===== src/rtl/fifo_psram_io_rd_sync.sv =====
// Single-clock pSRAM read-data FIFO: registered-read RAM, level/flag tracking, sticky errors.
// FWFT=0 returns data one cycle after rd_en; FWFT=1 keeps a prefetched word in an output register.
module fifo_psram_io_rd_sync #(
  parameter int DATA_W   = 18,
  parameter int ADDR_W   = 4,
  parameter int FWFT     = 0,
  parameter int AF_LEVEL = 12,
  parameter int AE_LEVEL = 2
) (
  input  logic              clk,
  input  logic              rst,
  input  logic              wr_en,
  input  logic [DATA_W-1:0] wr_data,
  input  logic              rd_en,
  output logic [DATA_W-1:0] rd_data,
  output logic              rd_valid,
  output logic              full,
  output logic              empty,
  output logic              almost_full,
  output logic              almost_empty,
  output logic [ADDR_W:0]   level,
  output logic              overflow,
  output logic              underflow,
  input  logic              err_clr
);

  localparam int              DEPTH   = 1 << ADDR_W;
  localparam logic [ADDR_W:0] DEPTH_L = (ADDR_W+1)'(DEPTH);
  localparam logic [ADDR_W:0] AF_L    = (ADDR_W+1)'(AF_LEVEL);
  localparam logic [ADDR_W:0] AE_L    = (ADDR_W+1)'(AE_LEVEL);
  localparam logic [ADDR_W:0] ONE     = (ADDR_W+1)'(1);
  localparam logic [ADDR_W:0] ZERO    = '0;

  if (DATA_W < 1 || DATA_W > 72 || ADDR_W < 2 || ADDR_W > 10) begin : g_bad_size
    $error("fifo_psram_io_rd_sync: DATA_W or ADDR_W out of range");
  end
  if (AF_LEVEL < 1 || AF_LEVEL > DEPTH || AE_LEVEL < 0 || AE_LEVEL > DEPTH - 1) begin : g_bad_level
    $error("fifo_psram_io_rd_sync: AF_LEVEL/AE_LEVEL out of range");
  end

  logic [DATA_W-1:0] mem [DEPTH];

  logic [ADDR_W:0]   wr_ptr_q, wr_ptr_d;
  logic [ADDR_W:0]   rd_ptr_q, rd_ptr_d;
  logic [ADDR_W:0]   level_q, level_d;
  logic [DATA_W-1:0] ram_dout_q;
  logic              ram_vld_q, ram_vld_d;
  logic [DATA_W-1:0] out_q;
  logic              out_vld_q, out_vld_d;
  logic              full_q, empty_q, af_q, ae_q;
  logic              overflow_q, overflow_d;
  logic              underflow_q, underflow_d;

  logic              ram_empty;
  logic              rd_acc;
  logic              wr_acc;
  logic              ram_re;
  logic              out_load;

  assign ram_empty = (wr_ptr_q == rd_ptr_q);

  always_comb begin
    rd_acc    = 1'b0;
    ram_re    = 1'b0;
    out_load  = 1'b0;
    ram_vld_d = ram_vld_q;
    out_vld_d = out_vld_q;

    if (FWFT != 0) begin
      // The RAM output register acts as a second stage so a pop every cycle never starves.
      rd_acc   = rd_en && out_vld_q;
      out_load = ram_vld_q && (!out_vld_q || rd_acc);
      ram_re   = !ram_empty && (!ram_vld_q || out_load);
      if (ram_re) begin
        ram_vld_d = 1'b1;
      end else if (out_load) begin
        ram_vld_d = 1'b0;
      end
      if (out_load) begin
        out_vld_d = 1'b1;
      end else if (rd_acc) begin
        out_vld_d = 1'b0;
      end
    end else begin
      rd_acc    = rd_en && !empty_q;
      ram_re    = rd_acc;
      ram_vld_d = rd_acc;
    end

    wr_acc   = wr_en && (!full_q || rd_acc);
    wr_ptr_d = wr_acc ? wr_ptr_q + ONE : wr_ptr_q;
    rd_ptr_d = ram_re ? rd_ptr_q + ONE : rd_ptr_q;

    level_d = level_q;
    if (wr_acc && !rd_acc) begin
      level_d = level_q + ONE;
    end else if (rd_acc && !wr_acc) begin
      level_d = level_q - ONE;
    end

    // A new error in the same cycle as err_clr keeps the flag set.
    overflow_d  = (wr_en && !wr_acc) || (overflow_q && !err_clr);
    underflow_d = (rd_en && !rd_acc) || (underflow_q && !err_clr);
  end

  always_ff @(posedge clk or posedge rst) begin
    if (rst) begin
      wr_ptr_q    <= '0;
      rd_ptr_q    <= '0;
      level_q     <= '0;
      ram_dout_q  <= '0;
      ram_vld_q   <= 1'b0;
      out_q       <= '0;
      out_vld_q   <= 1'b0;
      full_q      <= 1'b0;
      empty_q     <= 1'b1;
      af_q        <= 1'b0;
      ae_q        <= 1'b1;
      overflow_q  <= 1'b0;
      underflow_q <= 1'b0;
    end else begin
      wr_ptr_q    <= wr_ptr_d;
      rd_ptr_q    <= rd_ptr_d;
      level_q     <= level_d;
      ram_vld_q   <= ram_vld_d;
      out_vld_q   <= out_vld_d;
      full_q      <= (level_d == DEPTH_L);
      empty_q     <= (level_d == ZERO);
      af_q        <= (level_d >= AF_L);
      ae_q        <= (level_d <= AE_L);
      overflow_q  <= overflow_d;
      underflow_q <= underflow_d;
      if (ram_re) begin
        ram_dout_q <= mem[rd_ptr_q[ADDR_W-1:0]];
      end
      if (out_load) begin
        out_q <= ram_dout_q;
      end
    end
  end

  always_ff @(posedge clk) begin
    if (wr_acc) begin
      mem[wr_ptr_q[ADDR_W-1:0]] <= wr_data;
    end
  end

  assign rd_data      = (FWFT != 0) ? out_q : ram_dout_q;
  assign rd_valid     = (FWFT != 0) ? out_vld_q : ram_vld_q;
  assign empty        = (FWFT != 0) ? !out_vld_q : empty_q;
  assign full         = full_q;
  assign almost_full  = af_q;
  assign almost_empty = ae_q;
  assign level        = level_q;
  assign overflow     = overflow_q;
  assign underflow    = underflow_q;

endmodule


===== config.mk =====
export PLATFORM = sky130hd
export DESIGN_NAME = fifo_psram_io_rd_sync
export DESIGN_NICKNAME = d
export VERILOG_FILES = /design/src/rtl/fifo_psram_io_rd_sync.sv
export SDC_FILE = /design/constraint.sdc
export NUM_CORES = 1
export LEC_CHECK = 0
export BUFFER_PORTS_ARGS = -buffer_cell sky130_fd_sc_hd__buf_2
export CAP_MARGIN = 20
export CORE_MARGIN = 8
export CORE_UTILIZATION = 58
export CTS_BUF_LIST = sky130_fd_sc_hd__clkbuf_8
export DETAILED_ROUTE_END_ITERATION = 8
export HOLD_SLACK_MARGIN = 0.02
export PLACE_DENSITY = 0.85
export SLEW_MARGIN = 0
export SYNTH_ARGS = -nofsm -noshare
export SYNTH_HDL_FRONTEND = slang
export SYNTH_SLANG_ARGS = --single-unit

===== constraint.sdc =====
create_clock -name clk -period 2.49 [get_ports clk]
set_input_delay 0 -clock clk [delete_from_list [all_inputs] [get_ports clk]]
set_output_delay 0 -clock clk [all_outputs]
set_load 0.01 [all_outputs]

# --- After elaboration in Yosys (flattened, before gate mapping) ---
# Memories as Yosys holds them, arrays and structs flattened. A register that Yosys moved wholly into a read port is not among the register bits.
# Index checks and enable logic that the tools add are counted.
word_totals:
  reg_bits: 22
  latchBits: 0
  ram_bits: 288
  mem_bits_ro: 0
  out_inout_bits: 30
  word_cells: 39
  mem_count: 1
mem_list:
  columns: ["name", "words", "word_bits", "rd", "rd_ports_with_merged_regs", "write_ports", "line_no", "source"]
  rows:
  - ["mem", 16, 18, 1, 1, 1, "41", "logic [DATA_W-1:0] mem [DEPTH];"]
op_classes:
  n_addsub: 4
  multipliers: 0
  div: 0
  order_cmp: 2
  eq_ne: 1
  shift: 0
  mux: 4
  bitwise_logic: 0
  n_reduce_logical: 17
op_table:
  columns: ["operator", "n"]
  rows:
  - ["adder 5 x 1 -> 5 bit (second input constant)", 3]
  - ["2-to-1 mux 5 bit", 2]
  - ["logical AND 1 bit", 8]
  - ["== test 5 bit (second input constant)", 1]
  - ["greater-or-equal comparator 5 x 4 -> 1 bit (second input constant)", 1]
  - ["less-or-equal comparator 5 x 2 -> 1 bit (second input constant)", 1]
  - ["zero test 1 bit", 5]
  - ["zero test 5 bit", 1]
  - ["subtractor 5 x 1 -> 5 bit (second input constant)", 1]
  - ["logical OR 1 bit", 3]
  - ["2-to-1 mux 1 bit", 2]

# --- Depth between registers and ports, before layout ---
depth:
  word_depth: 9
  depth_mapped: 8

# --- Worst setup path before layout ---
# Ideal clock, no wire load.
synth_path:
  kind: "register to register"
  from: "register empty_q, in the netlist empty"
  to: "memory mem[3][0] (enable)"
  setup_ns: 0.416
  t_arrival_ns: 2.386
  t_required_ns: 2.074
  path_slack_ns: -0.312
  stages_incl_launch_ff: 6
  n_path_buf: 1
  synth_period_minus_slack_ns: 2.802
  path_cell_list: "dfstp_2 nand2b_1 buf_4 a21boi_2 nand2_1 nor3_1"
synth_via:
  elab_chain_len: 6
synth_lines:
  columns: ["element", "line_no", "source"]
  rows:
  - ["from (decl)", "50", "logic full_q, empty_q, af_q, ae_q;"]
  - ["from (signal assigned)", "128", "empty_q <= (level_d == ZERO);"]
  - ["zero test 1 bit", "85", "rd_acc = rd_en && !empty_q;"]
  - ["logical AND 1 bit", "85", null]
  - ["logical OR 1 bit", "90", "wr_acc = wr_en && (!full_q || rd_acc);"]
  - ["logical AND 1 bit", "90", null]
  - ["2-to-1 mux 1 bit", "143", "if (wr_acc) begin"]
  - ["2-to-1 mux 1 bit (implied by the code)", "144", "mem[wr_ptr_q[ADDR_W-1:0]] <= wr_data;"]
  - ["to (decl)", "41", null]
# Every way passes these cells.

==> flow_summary.yaml <==
logic_synthesis:
  synth_compound_area_share_pct: 7.97
  async_flop_share_pct: 11.7
  synth_area_per_cell_sq_um: 17.7
  ys.flop_type: "edfxtp_1"
  synth.most_common_cell: "edfxtp_1"
  yosysSeqAreaShare_pct: 74.1
  synth_xor_xnor_area_share_pct: 0.792
  synth_edf_count: 288
  synth_top_family_by_area: "multiplexers"
  synth_cell_types: 47
  synth_top_cell_area_share_pct: 66.8
  synth_top_area_cell: "edfxtp_1"
  ys_ff_latch: 326
  mappedNetlistArea_sq_um: 13000
  ys_top_cells_by_area: "edfxtp_1, mux2i_1, dfrtp_1, a2111oi_2, a22oi_1"
  yosys.area_share.adder_pct: 0.676
  syn_nets: 762
  yosys-top-cells-count: "edfxtp_1, mux2i_1, dfrtp_1, a22oi_1, nand2_1"
  synthSimpleGateAreaFrac_pct: 2.81
  synthCells: 732
  yosys-mux-area-fraction_pct: 11.3
  yosysWarningCount: 0
die:
  chipHeight_um: 165
  die_w_um: 165
  die_area_sq_um: 27400
  io-pin-count: 53
  rows: 54
  coreArea_sq_um: 21900
  start_util_pct: 59.2
global_routing:
  grt.overflow.total: 0
  grt_pass1_vias: 7767
  track_usage_pct: 21.7
  met1_usage_pct: 27.4
  antenna_found_initial: 1
  met2_usage_pct: 36.8
  grt_max_degree: 39
  grt_busiest_layer: "met2"
  grt_pass1_wl_mm: 44.7
  grt_use_met3_pct: 3.54
timing:
  fin_crit_sh_pct: 89.3
  post-route-min-period_ns: 2.22
  rsz0062_at_grt: "false"
  worst_pin_slew_ns: 0.970
  slew_viol_final: 0
  finalSetupViolCount: 0
  final.setup.tns_ns: 0
  finalHoldViolations: 0
  whs_ns: 0.235
  slew_headroom_pct: 35.3
  clock_skew_ns: 0.0180
  fmax_mhz: 449
cts:
  postCtsResizedCells: 0
  cts_root_buf: "clkbuf_8"
  clockBufferDepth: 3
  numCtsBuffers: 48
  hold_buffers: 23
  cts_setup_buffers: 0
  h-tree-depth: 2
  clk_pin_slew_worst_paths_ns: 0.06
  clock-sinks: 326
  cts_tree: "yes"
  insertion_delay_ns: 0.56
routing:
  antenna_left: 0
  drtIter0Drc: 856
  viasPerCell: 6.28
  first_pass_iters: 5
  wire_per_inst_um: 24.6
  dr_total_vias: 7399
  routed_wl_mm: 29.0
  route.detailed.drc: 0
worst_setup_path:
  r2r_slack_ns: 0.27
  r2r_cells: 6
  endpoint_kind: "register"
  crit-reg2reg-launch: "rd_ptr_q[0]"
  endpoint: "rd_data[10]"
  cp_max_fo: 21
  crit_start: "rd_ptr_q[0]"
  cp-start-kind: "register"
  worstPathArrival_ns: 2.70
  r2r-end: "rd_data[10]"
  criticalPathCategory: "reg2reg"
  cp_data_required_time_ns: 2.97
layout:
  regArea_sq_um: 9610
  layout-drive-gt1-share_pct: 24.6
  multiInputGateArea_sq_um: 3140
  fillerInstances: 1370
  finish.net_count: 891
  area_growth_pct: 15.8
  finalNonFillerCells: 1179
place:
  dp.cells: 1068
  port_buffers: 52
  routabilityCongestion: 0.863
  place_hpwl_mm: 17.4
power:
  p_leak_nw: 5.56
  peakVddDrop_mv: 0.589
  power_per_cell_area_nw_per_um2: 1120
outcome:
  outcome: "completed"
hold_path:
  holdCritPathClass: "in2async"
run:
  cap_violations: 0
[cell type report]
cell class                      count  area share (%)
Timing Repair Buffer              123            6.34
Multi-Input combinational cell    354            20.9
Tap cell                          280            2.33
Inverter                            8           0.200
Clock inverter                     30           0.984
Clock buffer                       57            5.23
Sequential cell                   326            64.0
Antenna cell                        1          0.0167
[cell usage in the layout (no fill, tap or decap), drive strengths merged, types with 3 or more instances in the layout]
| cell | instances |
|---|---|
| edfxtp | 288 |
| mux2i | 129 |
| buf | 100 |
| clkbuf | 57 |
| dfrtp | 36 |
| inv | 30 |
| a22oi | 24 |
| dlygate4sd3 | 23 |
| nand2 | 20 |
| o21ai | 20 |
| nor2 | 16 |
| a22o | 15 |
| a221oi | 15 |
| a2111oi | 15 |
| a221o | 15 |
| mux2 | 15 |
| nand3 | 9 |
| xnor2 | 9 |
| ha | 7 |
| clkinv | 7 |
| a21oi | 6 |
| nand2b | 6 |
| nor3 | 6 |
| nand4 | 4 |
| a21o | 3 |
| nor4 | 3 |
| nor4b | 3 |
| a31oi | 3 |
[critical path, cell delays in order (launching register included)]
cell and delay (ns):
dfrtp_4 0.71, buf_12 0.24, mux2i_1 0.11, a22oi_1 0.20
o21ai_1 0.17, a2111oi_2 0.50, a221o_1 0.19
[metrics by stage]
stage                     util, %  instance area (sq um)  worst slack, ns  power (mW)
after floorplan                 -                  13000            0.167        10.9
after detailed placement     63.2                  13800            0.371        12.7
after global routing         68.6                  15000            0.208        17.5
after CTS                    68.5                  15000            0.272        16.8
final                        68.6                  15000            0.265        16.8
after global placement       63.2                  13800            0.396        12.5
[worst min-delay path by stage]
| stage | to | cells past startpoint | slack, ns | startpoint |
|---|---|---|---|---|
| 6_report | rd_data[2] | 3 | 0.24 | rst |
| 3_5_place_dp | overflow | 2 | 0.21 | err_clr |
| 3_3_place_gp | overflow | 2 | 0.20 | err_clr |
| 4_1_cts | underflow | 3 | 0.23 | rst |
| 5_1_grt | underflow | 3 | 0.26 | err_clr |
| 2_1_floorplan | overflow | 1 | 0.1 | err_clr |
[cell families after synthesis]
family                   Yosys count
AO/OA/AOI/OAI                    120
XOR/XNOR                          10
adder cells (fa/ha/maj)            7
multiplexers                     144
AND/OR/NAND/NOR                   73
buffers and inverters             52
flip-flops                       326
[where the power goes]
part	internal (mW)	switching, mW	total (mW)
Combinational	2.27	3.12	5.39
Sequential	6.75	0.581	7.33
Clock	2.18	1.91	4.09
Total	11.2	5.62	16.8
[flip-flops by register name, indices dropped and copies added, names as in the netlist]
name          flops
level             5
full              1
rd_valid          1
rd_data          18
underflow         1
empty             1
mem             288
overflow          1
almost_full       1
almost_empty      1
rd_ptr_q          4
wr_ptr_q          4
[metal layers]
metal	wire, um	vias to the layer above
met5	0	-
met1	10900	3725
met2	14700	391
met3	2260	92
met4	1020	0
li1	-	3191
Note: power is estimated with default switching activity, not from simulation.
